<file path="src/rtl/turn_controller.sv">
// -----------------------------------------------------------------------------
// turn_controller
//
// Sequences a two-player turn-based game. It owns whose turn it is and runs
// the per-turn countdown timer. It forwards the active player's move to the
// board as a request/ack handshake, waits for the win/draw checker, and then
// passes the turn to the other player.
//
// Ports
//   clk, rst        system clock; synchronous active-high reset
//   start           pulse: begin a new game (only honoured when idle or over)
//   p1_move_vld/col player 1 move strobe and column
//   p2_move_vld/col player 2 move strobe and column
//   timer_timeout   one-cycle pulse from the turn timer
//   place_req/col/player  pending board request (held until place_ack)
//   place_ack/ok    board response: ok=1 placed, ok=0 column full
//   chk_valid/win/draw    checker result for the last placed piece
//   timer_enable    turn timer runs
//   timer_restart   one-cycle pulse: timer back to zero
//   cur_player      0 = player 1, 1 = player 2
//   game_over       game has finished
//   winner          00 none/draw, 01 P1, 10 P2, 11 aborted by timeouts
// -----------------------------------------------------------------------------
module turn_controller #(
    parameter int COLS      = 7,
    parameter int COL_W     = 3,
    parameter int MAX_SKIPS = 4
) (
    input  logic             clk,
    input  logic             rst,
    input  logic             start,
    input  logic             p1_move_vld,
    input  logic [COL_W-1:0] p1_move_col,
    input  logic             p2_move_vld,
    input  logic [COL_W-1:0] p2_move_col,
    input  logic             timer_timeout,
    output logic             place_req,
    output logic [COL_W-1:0] place_col,
    output logic             place_player,
    input  logic             place_ack,
    input  logic             place_ok,
    input  logic             chk_valid,
    input  logic             chk_win,
    input  logic             chk_draw,
    output logic             timer_enable,
    output logic             timer_restart,
    output logic             cur_player,
    output logic             game_over,
    output logic [1:0]       winner
);

    typedef enum logic [2:0] {
        S_IDLE,
        S_TURN,
        S_PLACE,
        S_CHECK,
        S_OVER
    } state_t;

    localparam int SKIP_W = $clog2(MAX_SKIPS + 1);
    localparam logic [SKIP_W-1:0] LAST_SKIP = SKIP_W'(MAX_SKIPS - 1);

    state_t            state;
    logic [SKIP_W-1:0] skips;

    // Move of whichever player currently holds the turn; the other player's
    // strobe never reaches the sequencing logic.
    logic             mover_vld;
    logic [COL_W-1:0] mover_col;
    logic             move_ok;

    // NOTE: every signal assigned in always_comb gets a value on every path,
    // so no latch is inferred.
    always_comb begin
        mover_vld = cur_player ? p2_move_vld : p1_move_vld;
        mover_col = cur_player ? p2_move_col : p1_move_col;
        move_ok   = mover_vld && (int'(mover_col) < COLS);
    end

    // NOTE: sequential state uses non-blocking assignments so that every
    // register samples the pre-edge values regardless of statement order.
    always_ff @(posedge clk) begin
        if (rst) begin
            state         <= S_IDLE;
            skips         <= '0;
            place_req     <= 1'b0;
            place_col     <= '0;
            place_player  <= 1'b0;
            timer_enable  <= 1'b0;
            timer_restart <= 1'b0;
            cur_player    <= 1'b0;
            game_over     <= 1'b0;
            winner        <= 2'b00;
        end else begin
            // timer_restart is a single-cycle pulse unless re-armed below.
            timer_restart <= 1'b0;

            case (state)
                S_IDLE, S_OVER: begin
                    if (start) begin
                        state         <= S_TURN;
                        cur_player    <= 1'b0;
                        timer_restart <= 1'b1;
                        timer_enable  <= 1'b1;
                        game_over     <= 1'b0;
                        winner        <= 2'b00;
                        skips         <= '0;
                    end
                end

                S_TURN: begin
                    // A legal move beats a same-cycle timeout; the timeout is
                    // dropped and does not count as a skip.
                    if (move_ok) begin
                        state        <= S_PLACE;
                        place_req    <= 1'b1;
                        place_col    <= mover_col;
                        place_player <= cur_player;
                        timer_enable <= 1'b0;  // frozen, not restarted
                    end else if (timer_timeout) begin
                        if (skips == LAST_SKIP) begin
                            state        <= S_OVER;
                            game_over    <= 1'b1;
                            winner       <= 2'b11;
                            timer_enable <= 1'b0;
                        end else begin
                            skips         <= skips + 1'b1;
                            cur_player    <= ~cur_player;
                            timer_restart <= 1'b1;
                        end
                    end
                end

                S_PLACE: begin
                    if (place_ack) begin
                        place_req <= 1'b0;
                        if (place_ok) begin
                            state <= S_CHECK;
                            skips <= '0;
                        end else begin
                            // Column full: same player retries, timer resumes
                            // from where it was frozen.
                            state        <= S_TURN;
                            timer_enable <= 1'b1;
                        end
                    end
                end

                S_CHECK: begin
                    if (chk_valid) begin
                        if (chk_win) begin
                            state     <= S_OVER;
                            game_over <= 1'b1;
                            winner    <= cur_player ? 2'b10 : 2'b01;
                        end else if (chk_draw) begin
                            state     <= S_OVER;
                            game_over <= 1'b1;
                            winner    <= 2'b00;
                        end else begin
                            state         <= S_TURN;
                            cur_player    <= ~cur_player;
                            timer_restart <= 1'b1;
                            timer_enable  <= 1'b1;
                        end
                    end
                end

                default: state <= S_IDLE;
            endcase
        end
    end

endmodule

</file>
<file path="config.mk">
export PLATFORM = sky130hd
export DESIGN_NAME = turn_controller
export DESIGN_NICKNAME = d
export VERILOG_FILES = /design/src/rtl/turn_controller.sv
export SDC_FILE = /design/constraint.sdc
export NUM_CORES = 1
export LEC_CHECK = 0
export ABC_AREA = 0
export BUFFER_PORTS_ARGS = -buffer_cell sky130_fd_sc_hd__buf_2
export CAP_MARGIN = 25
export CORE_MARGIN = 2
export CORE_UTILIZATION = 51
export DETAILED_ROUTE_END_ITERATION = 12
export MAX_ROUTING_LAYER = met4
export PLACE_DENSITY = 0.78
export SYNTH_ARGS = -nofsm -noshare
export SYNTH_HDL_FRONTEND = slang
export SYNTH_SLANG_ARGS = --single-unit
</file>
<file path="constraint.sdc">
create_clock -name clk -period 2.1 [get_ports clk]
set_clock_uncertainty 0.2 [all_clocks]
set_input_delay 0.42 -clock clk [delete_from_list [all_inputs] [get_ports clk]]
set_output_delay 0.42 -clock clk [all_outputs]
set_load 0.005 [all_outputs]
</file>
==> results of run 1 <==
## per-stage QoR
step / util / worst slack (ps) / TNS, ps / instances / hold slack [ps]
3_3_place_gp: 0.630 / 139 / 0 / 167 / 261
5_1_grt: 0.652 / -16.7 / -16.7 / 171 / 143
4_1_cts: 0.643 / 109 / 0 / 171 / 142
2_1_floorplan: - / 227 / 0 / 115 / 250
6_report: 0.652 / 104 / 0 / 171 / 157
3_5_place_dp: 0.630 / 71.9 / 0 / 167 / 274
## cells in the mapped netlist (3+ instances only)
| library cell | instances |
|---|---|
| nand2b_1 | 6 |
| clkbuf_1 | 3 |
| a31oi_1 | 3 |
| a21oi_1 | 8 |
| nor3_1 | 3 |
| nor2_1 | 19 |
| nand2_1 | 3 |
| mux2i_1 | 8 |
| dfxtp_1 | 17 |
| a211oi_2 | 3 |
| inv_1 | 3 |
## sequential cells by signal (all words and copies together), names as in the netlist
| signal | flops |
|---|---|
| winner | 2 |
| timer_enable | 1 |
| skips | 3 |
| cur_player | 1 |
| place_player | 1 |
| timer_restart | 1 |
| place_col | 3 |
| place_req | 1 |
| state | 3 |
| game_over | 1 |
## cells by family after synthesis
group,share of synthesized area
compound gates,0.245
fa+ha+maj,0.0244
buf+inv,0.0536
flops,0.331
mux,0.0914
simple gates,0.255
## layer usage
| metal | up-vias | share of wire | track usage |
|---|---|---|---|
| met5 | - | 0 | - |
| met1 | 450 | 0.44 | 0.250 |
| met3 | 6 | 0.061 | 0.0215 |
| li1 | 482 | - | - |
| met4 | 0 | 0.010 | 0.0571 |
| met2 | 43 | 0.49 | 0.386 |
## worst max-delay path: stages, from the launching register on
cell and delay (ps):
dfxtp_1 340, ha_1 200, ha_1 220, o21ai_2 140
o2111ai_1 170, o21a_1 230, or3_1 310, a21oi_1 140
## timing repair
item | CTS | global route
gates resized for setup | 0 | 3
setup buffers | 0 | 0
endpoints found under the setup margin | 0 | 3
## power by group through the flow
stage / Sequential (mW) / Combinational (mW) / Clock, mW
after floorplan: 0.393 / 0.261 / 0
after CTS: 0.384 / 0.376 / 0.177
after detailed placement: 0.392 / 0.372 / 0
final: 0.384 / 0.388 / 0.167
after global routing: 0.389 / 0.423 / 0.190
after global placement: 0.390 / 0.365 / 0
## final timing paths
| path | startpoint | end | depth (start not counted) | slack, ps |
|---|---|---|---|---|
| max | skips[0]$_SDFFE_PP0P_ | cur_player$_SDFFE_PP0P_ | 7 | 100 |
| min | start | game_over$_SDFFE_PP0P_ | 2 | 160 |
| max reg2reg | skips[0]$_SDFFE_PP0P_ | cur_player$_SDFFE_PP0P_ | 7 | 100 |
| min reg2reg | skips[1]$_SDFFE_PP0P_ | skips[1]$_SDFFE_PP0P_ | 2 | 290 |
## layout by cell type (no fill, tap or decap), drive strengths merged, types with 4 or more instances in the layout
cell type  netlist  routed
buf              5      33
nor2            19      19
dfxtp           17      17
mux2i            9       9
a21oi            8       8
nand2b           6       6
a211oi           6       6
nor3             4       4
clkbuf           3       4
## area by class of cell
class	instances	share of cell area
clock buffer	4	0.0210
inverter	3	0.00899
multi-input combinational	87	0.517
sequential	17	0.272
tap	27	0.0270
timing repair buffer	33	0.154
==> metrics.csv, run 1 <==
metric,value,unit
status,"finished, final reports clean",
synthesis.instances,115,
clk_latency,280,ps
first_global_vias,918,
multi_input_area,648,sq um
synth-edff-count,0,
fin_area,1250,sq um
grt_pass1_wl,3890,um
die_area,2390,sq um
drive_above_1_share,0.347,
synth_ff_type,dfxtp_1,
layout.nets,164,
syn_area,1030,sq um
fin_crit_sh,0.950,
cts-root-buf,clkbuf_4,
fp.dieW,48.9,um
ant_nets,0,
num_vias,981,
cp.required,2120,ps
max_slew_margin,0.701,
setup_viol,0,
antenna_found_initial,0,
yosysSeqAreaShare,0.331,
wl_per_cell,14.0,um
core-area,1920,sq um
start_util,0.535,
cts_hold_repair.buffers,0,
power_leakage,0.519,nW
areaGrowthSynthToFinish,21.9,%
placed_area,1210,sq um
combPwrFrac,0.414,
synth_warnings,0,
synthDistinctLibCells,44,
p_switching,323,uW
swShare,0.344,
ys_async_sr_fraction,0,
worstPathArrival,2010,ps
fin_crit,2000,ps
worst_pin_slew,449,ps
postSynthAreaPerCell,8.93,sq um
netlist.area_leader.share,0.331,
path_clk_slew,90,ps
sequentialPowerShare,0.409,
crit_type,reg2reg,
power,939,uW
p_per_area,750,nW/um^2
cts_buffer_depth,2,
final.fill_count,171,
clock-sinks,17,
gp_congestion,0.888,
start_kind,register,
internal_power,617,uW
num_rows,16,
finalMaxSlewViolations,0,
drc,0,
synth_area_leaders,"dfxtp_1, mux2i_1, nor2_1",
vias_per_cell,5.74,
drv_cap,0,
syn-num-nets,134,
portBuffers,27,
wl,2390,um
pwr-share-clk,0.178,
cts_tree,built,
dp_hpwl,1810,um
crit_path_max_fanout,3,
grt_util_all_layers,0.213,
finalHoldViolCount,0,
synth_area_leader_cell,dfxtp_1,
drtPass1Iterations,4,
vdd_drop_max,0.000501,V
drt_iter0_drc,26,
ys_ff_latch,17,
grt_overflow,0,
die_y,48.9,um
ios,28,
diodes,0,
end_kind,register,
grt_start_max_net_pins,19,
numCtsBuffers,3,
regArea,340,sq um
hold_class,in2reg,
max_freq,501,MHz
cts.htree.levels,1,
Power figures use the tool's default switching activity.
==> inputs of run 2 (changes only) <==
--- a/config.mk
+++ b/config.mk
@@ -8,11 +8,14 @@
 export ABC_AREA = 0
 export BUFFER_PORTS_ARGS = -buffer_cell sky130_fd_sc_hd__buf_2
 export CAP_MARGIN = 25
+export CELL_PAD_IN_SITES_DETAIL_PLACEMENT = 0
+export CELL_PAD_IN_SITES_GLOBAL_PLACEMENT = 1
+export CORE_ASPECT_RATIO = 1.1
 export CORE_MARGIN = 2
-export CORE_UTILIZATION = 51
+export CORE_UTILIZATION = 37
 export DETAILED_ROUTE_END_ITERATION = 12
 export MAX_ROUTING_LAYER = met4
-export PLACE_DENSITY = 0.78
+export PLACE_DENSITY_LB_ADDON = 0.1
 export SYNTH_ARGS = -nofsm -noshare
 export SYNTH_HDL_FRONTEND = slang
 export SYNTH_SLANG_ARGS = --single-unit
==> run 2 against run 1 <==
Register-to-register slack improved by 20 ps. Critical path type unchanged. Highest routed layer unchanged. Wire length fell by 2.5%. Largest cell class unchanged. Hold slack improved by 6.1 ps. Maximum frequency rose by 1.2%.
==> metrics.csv, run 2 (synthesized netlist as in run 1, its figures left out) <==
metric,value,unit
cp.required,2070,ps
wl,2330,um
start_kind,register,
p_per_area,744,nW/um^2
cts-root-buf,clkbuf_4,
drt_iter0_drc,17,
antenna_found_initial,0,
grt_util_all_layers,0.177,
hold_path_end,game_over$_SDFFE_PP0P_,
die_area,3210,sq um
path_clk_slew,100,ps
areaGrowthSynthToFinish,21.9,%
dp_hpwl,1770,um
reg_top3,"place_col: 3 flops, skips: 3 flops, state: 3 flops",
max_slew_margin,0.680,
first_global_vias,916,
fp.dieW,54.2,um
vdd_drop_max,0.000365,V
final.fill_count,269,
grt_overflow,0,
numCtsBuffers,3,
fin_crit,1970,ps
rrSetupSlack,130,ps
ant_nets,0,
core-area,2700,sq um
clk_latency,280,ps
whs_path_depth,2,
end_kind,register,
wl_per_cell,13.1,um
status,"finished, final reports clean",
r2r-end,place_player$_SDFFE_PP0P_,
diodes,0,
cts_hold_repair.buffers,0,
portBuffers,27,
post-place-ws,62.4,ps
layout_commonest_cell,buf_2,
cts.htree.levels,1,
die_y,59.3,um
worstPathArrival,1940,ps
cts_buffer_depth,2,
num_rows,20,
fin_ws,128,ps
gp_congestion,0.755,
r2r-start,state[1]$_SDFFE_PP0P_,
num_vias,948,
hp-start,start,
power,932,uW
ios,28,
clock-sinks,17,
tns,0,ps
whs,163,ps
finalHoldViolCount,0,
post_cts_buffers,0,
drc,0,
layout.nets,165,
setup_viol,0,
drv_cap,0,
crit_path_max_fanout,6,
drive_above_1_share,0.359,
hold_class,in2reg,
finalMaxSlewViolations,0,
power_leakage,0.520,nW
place_inst,174,
drtPass1Iterations,4,
crit_type,reg2reg,
rsz0062_at_grt,no,
cts_tree,built,
start_util,0.380,
fin_crit_sh,0.939,
grt_pass1_wl,4070,um
fin_cells,178,
grt_start_max_net_pins,20,
final_cell_mix,"buf_2, nor2_1, dfxtp_1, mux2i_1",
vias_per_cell,5.33,
max_freq,507,MHz
worst_pin_slew,476,ps
reg2reg_depth,5,
==> run 2: cell count changes in the layout (fill, tap and decap cells not counted), sizes merged <==
cell	delta
buf	+1
==> run 2: where the power goes <==
group	internal, mW	switching, mW
Sequential	0.362	0.0217
Clock	0.0737	0.101
Combinational	0.176	0.198
==> run 2: per-layer routing <==
metal | vias up | global-route usage | share of wire
met5 | - | - | 0
met4 | 0 | 0.0750 | 0.0073
met3 | 2 | 0.0278 | 0.039
met2 | 20 | 0.275 | 0.47
met1 | 446 | 0.226 | 0.48
li1 | 480 | - | -
==> run 2: repair_timing <==
action	CTS	global route
setup endpoints to repair	0	4
endpoints found under the hold margin	0	0
resized for setup	0	3
==> run 2: layout make-up <==
type	count	area (sq um)	share of cell area
timing repair buffer	34	188	0.150
multi-input combinational	87	646	0.515
inverter	3	11.3	0.00899
sequential	17	340	0.272
clock buffer	4	26.3	0.0210
tap	33	41.3	0.0330
==> run 2: worst max-delay path by stage <==
stage	slack, ps	cells past startpoint	to	start
after global placement	50	6	cur_player$_SDFFE_PP0P_	place_ack
final	130	5	place_player$_SDFFE_PP0P_	state[1]$_SDFFE_PP0P_
after detailed placement	60	6	place_player$_SDFFE_PP0P_	p2_move_col[0]
after CTS	100	7	cur_player$_SDFFE_PP0P_	skips[0]$_SDFFE_PP0P_
after floorplan	230	7	winner[0]$_SDFFE_PP0P_	cur_player$_SDFFE_PP0P_
after global routing	10	7	cur_player$_SDFFE_PP0P_	skips[0]$_SDFFE_PP0P_
==> run 2: metrics by stage <==
stage | utilization | instance area (sq um)
finish | 0.463 | 1250
global route | 0.463 | 1250
CTS | 0.458 | 1240
detailed placement | 0.449 | 1210
global placement | 0.449 | 1210
floorplan | - | 1030
==> run 2: worst max-delay path: stages, from the launching register on <==
cell     delay [ps]
dfxtp_1         330
or3b_4          440
nor4_4          450
buf_4           210
mux2i_1         170
nor2_1           50
==> inputs of run 3 (changes only) <==
--- a/config.mk
+++ b/config.mk
@@ -11,9 +11,10 @@
 export CELL_PAD_IN_SITES_DETAIL_PLACEMENT = 0
 export CELL_PAD_IN_SITES_GLOBAL_PLACEMENT = 1
 export CORE_ASPECT_RATIO = 1.1
-export CORE_MARGIN = 2
+export CORE_MARGIN = 3
 export CORE_UTILIZATION = 37
 export DETAILED_ROUTE_END_ITERATION = 12
+export GPL_ROUTABILITY_DRIVEN = 0
 export MAX_ROUTING_LAYER = met4
 export PLACE_DENSITY_LB_ADDON = 0.1
 export SYNTH_ARGS = -nofsm -noshare
==> run 3 against run 2 <==
Total power up 0.86%. Highest routed layer unchanged. Critical endpoint is now winner[1]$_SDFFE_PP0P_. Count of clock-buffer cells in the layout down 1. Via count down 0.32%.
==> metrics.csv, run 3 (synthesized netlist as in run 1, its figures left out) <==
metric,value,unit
crit_type,reg2reg,
end_kind,register,
final.fill_count,262,
sequentialPowerShare,0.408,
drt_iter0_drc,23,
fin_crit_sh,0.942,
swShare,0.352,
worstPathArrival,1960,ps
regArea,340,sq um
drtPass1Iterations,4,
setup_viol,0,
ios,28,
grt_start_max_net_pins,20,
tns,0,ps
combPwrFrac,0.402,
reg2reg_depth,7,
num_vias,945,
power_leakage,0.523,nW
cts-root-buf,clkbuf_4,
numCtsBuffers,3,
finalMaxSlewViolations,0,
finalHoldViolCount,0,
rrSetupSlack,120,ps
dp_hpwl,1870,um
fin_crit,1980,ps
core-area,2570,sq um
wl_per_cell,14.2,um
p_per_area,751,nW/um^2
grt_overflow,0,
whs_path_depth,2,
clk_latency,290,ps
ant_nets,0,
worst_pin_slew,412,ps
drv_cap,0,
pwr-share-clk,0.191,
cts.htree.levels,1,
grt_util_all_layers,0.157,
diodes,0,
max_slew_margin,0.723,
layout_commonest_cell,buf_2,
status,"finished, final reports clean",
reg_top3,"place_col: 3 flops, skips: 3 flops, state: 3 flops",
start_util,0.400,
drive_above_1_share,0.366,
power,940,uW
portBuffers,27,
wl,2510,um
max_freq,505,MHz
p_switching,331,uW
die_y,61.3,um
cts_buffer_depth,2,
layout.nets,165,
multi_input_area,646,sq um
crit_path_max_fanout,4,
start_kind,register,
first_global_vias,897,
die_area,3450,sq um
final_cell_mix,"buf_2, nor2_1, dfxtp_1, mux2i_1",
cp.required,2080,ps
clock-sinks,17,
areaGrowthSynthToFinish,21.8,%
cts_hold_repair.buffers,0,
path_clk_slew,100,ps
cts_tree,built,
num_rows,19,
grt_pass1_wl,4060,um
vdd_drop_max,0.000377,V
hold_class,in2reg,
post_cts_buffers,0,
drc,0,
vias_per_cell,5.37,
antenna_found_initial,0,
internal_power,609,uW
fp.dieW,56.2,um
-- run 3: worst max-delay path, cell delays in order, from the launching register on --
cell and delay [ps]:
dfxtp_1 370, ha_1 160, ha_1 210, nand2b_1 80
a21o_1 200, a211oi_4 370, mux2i_1 230, nor2_1 50
-- run 3: area by class of cell --
type	count	area share
Tap cell	31	0.0310
Clock inverter	1	0.00400
Sequential cell	17	0.272
Multi-Input combinational cell	87	0.516
Clock buffer	3	0.0180
Inverter	3	0.00900
Timing Repair Buffer	34	0.150
-- run 3: repair_timing --
action,in CTS,in global routing
endpoints found under the setup margin,0,4
resized for setup,0,3
endpoints found under the hold margin,0,0
-- run 3: power groups by stage --
stage               clock (mW)  sequential, mW  combinational [mW]
floorplan                    0           0.393               0.261
global placement             0           0.389               0.368
detailed placement           0           0.391               0.371
CTS                      0.185           0.383               0.372
global route             0.201           0.388               0.416
finish                   0.179           0.383               0.378
-- run 3: worst paths after layout --
kind	from	end
worst min-delay path	start	game_over$_SDFFE_PP0P_
worst min register to register	skips[1]$_SDFFE_PP0P_	skips[1]$_SDFFE_PP0P_
worst max register to register	skips[0]$_SDFFE_PP0P_	winner[1]$_SDFFE_PP0P_
worst max-delay path	skips[0]$_SDFFE_PP0P_	winner[1]$_SDFFE_PP0P_
-- run 3: metrics by stage --
step	hold WS, ps	setup slack, ps	util	instances	instance area (sq um)
after detailed placement	278	59.1	0.471	172	1210
after CTS	141	81.3	0.482	176	1240
after global routing	154	-6.66	0.487	176	1250
after floorplan	250	227	-	115	1030
after global placement	260	79.3	0.471	172	1210
final	153	121	0.487	176	1250
-- run 3: layer usage --
metal | track usage | part of all wire | vias up
li1 | - | - | 477
met1 | 0.199 | 0.49 | 435
met5 | - | 0 | -
met3 | 0.0273 | 0.053 | 2
met2 | 0.247 | 0.45 | 31
met4 | 0.0712 | 0.0080 | 0
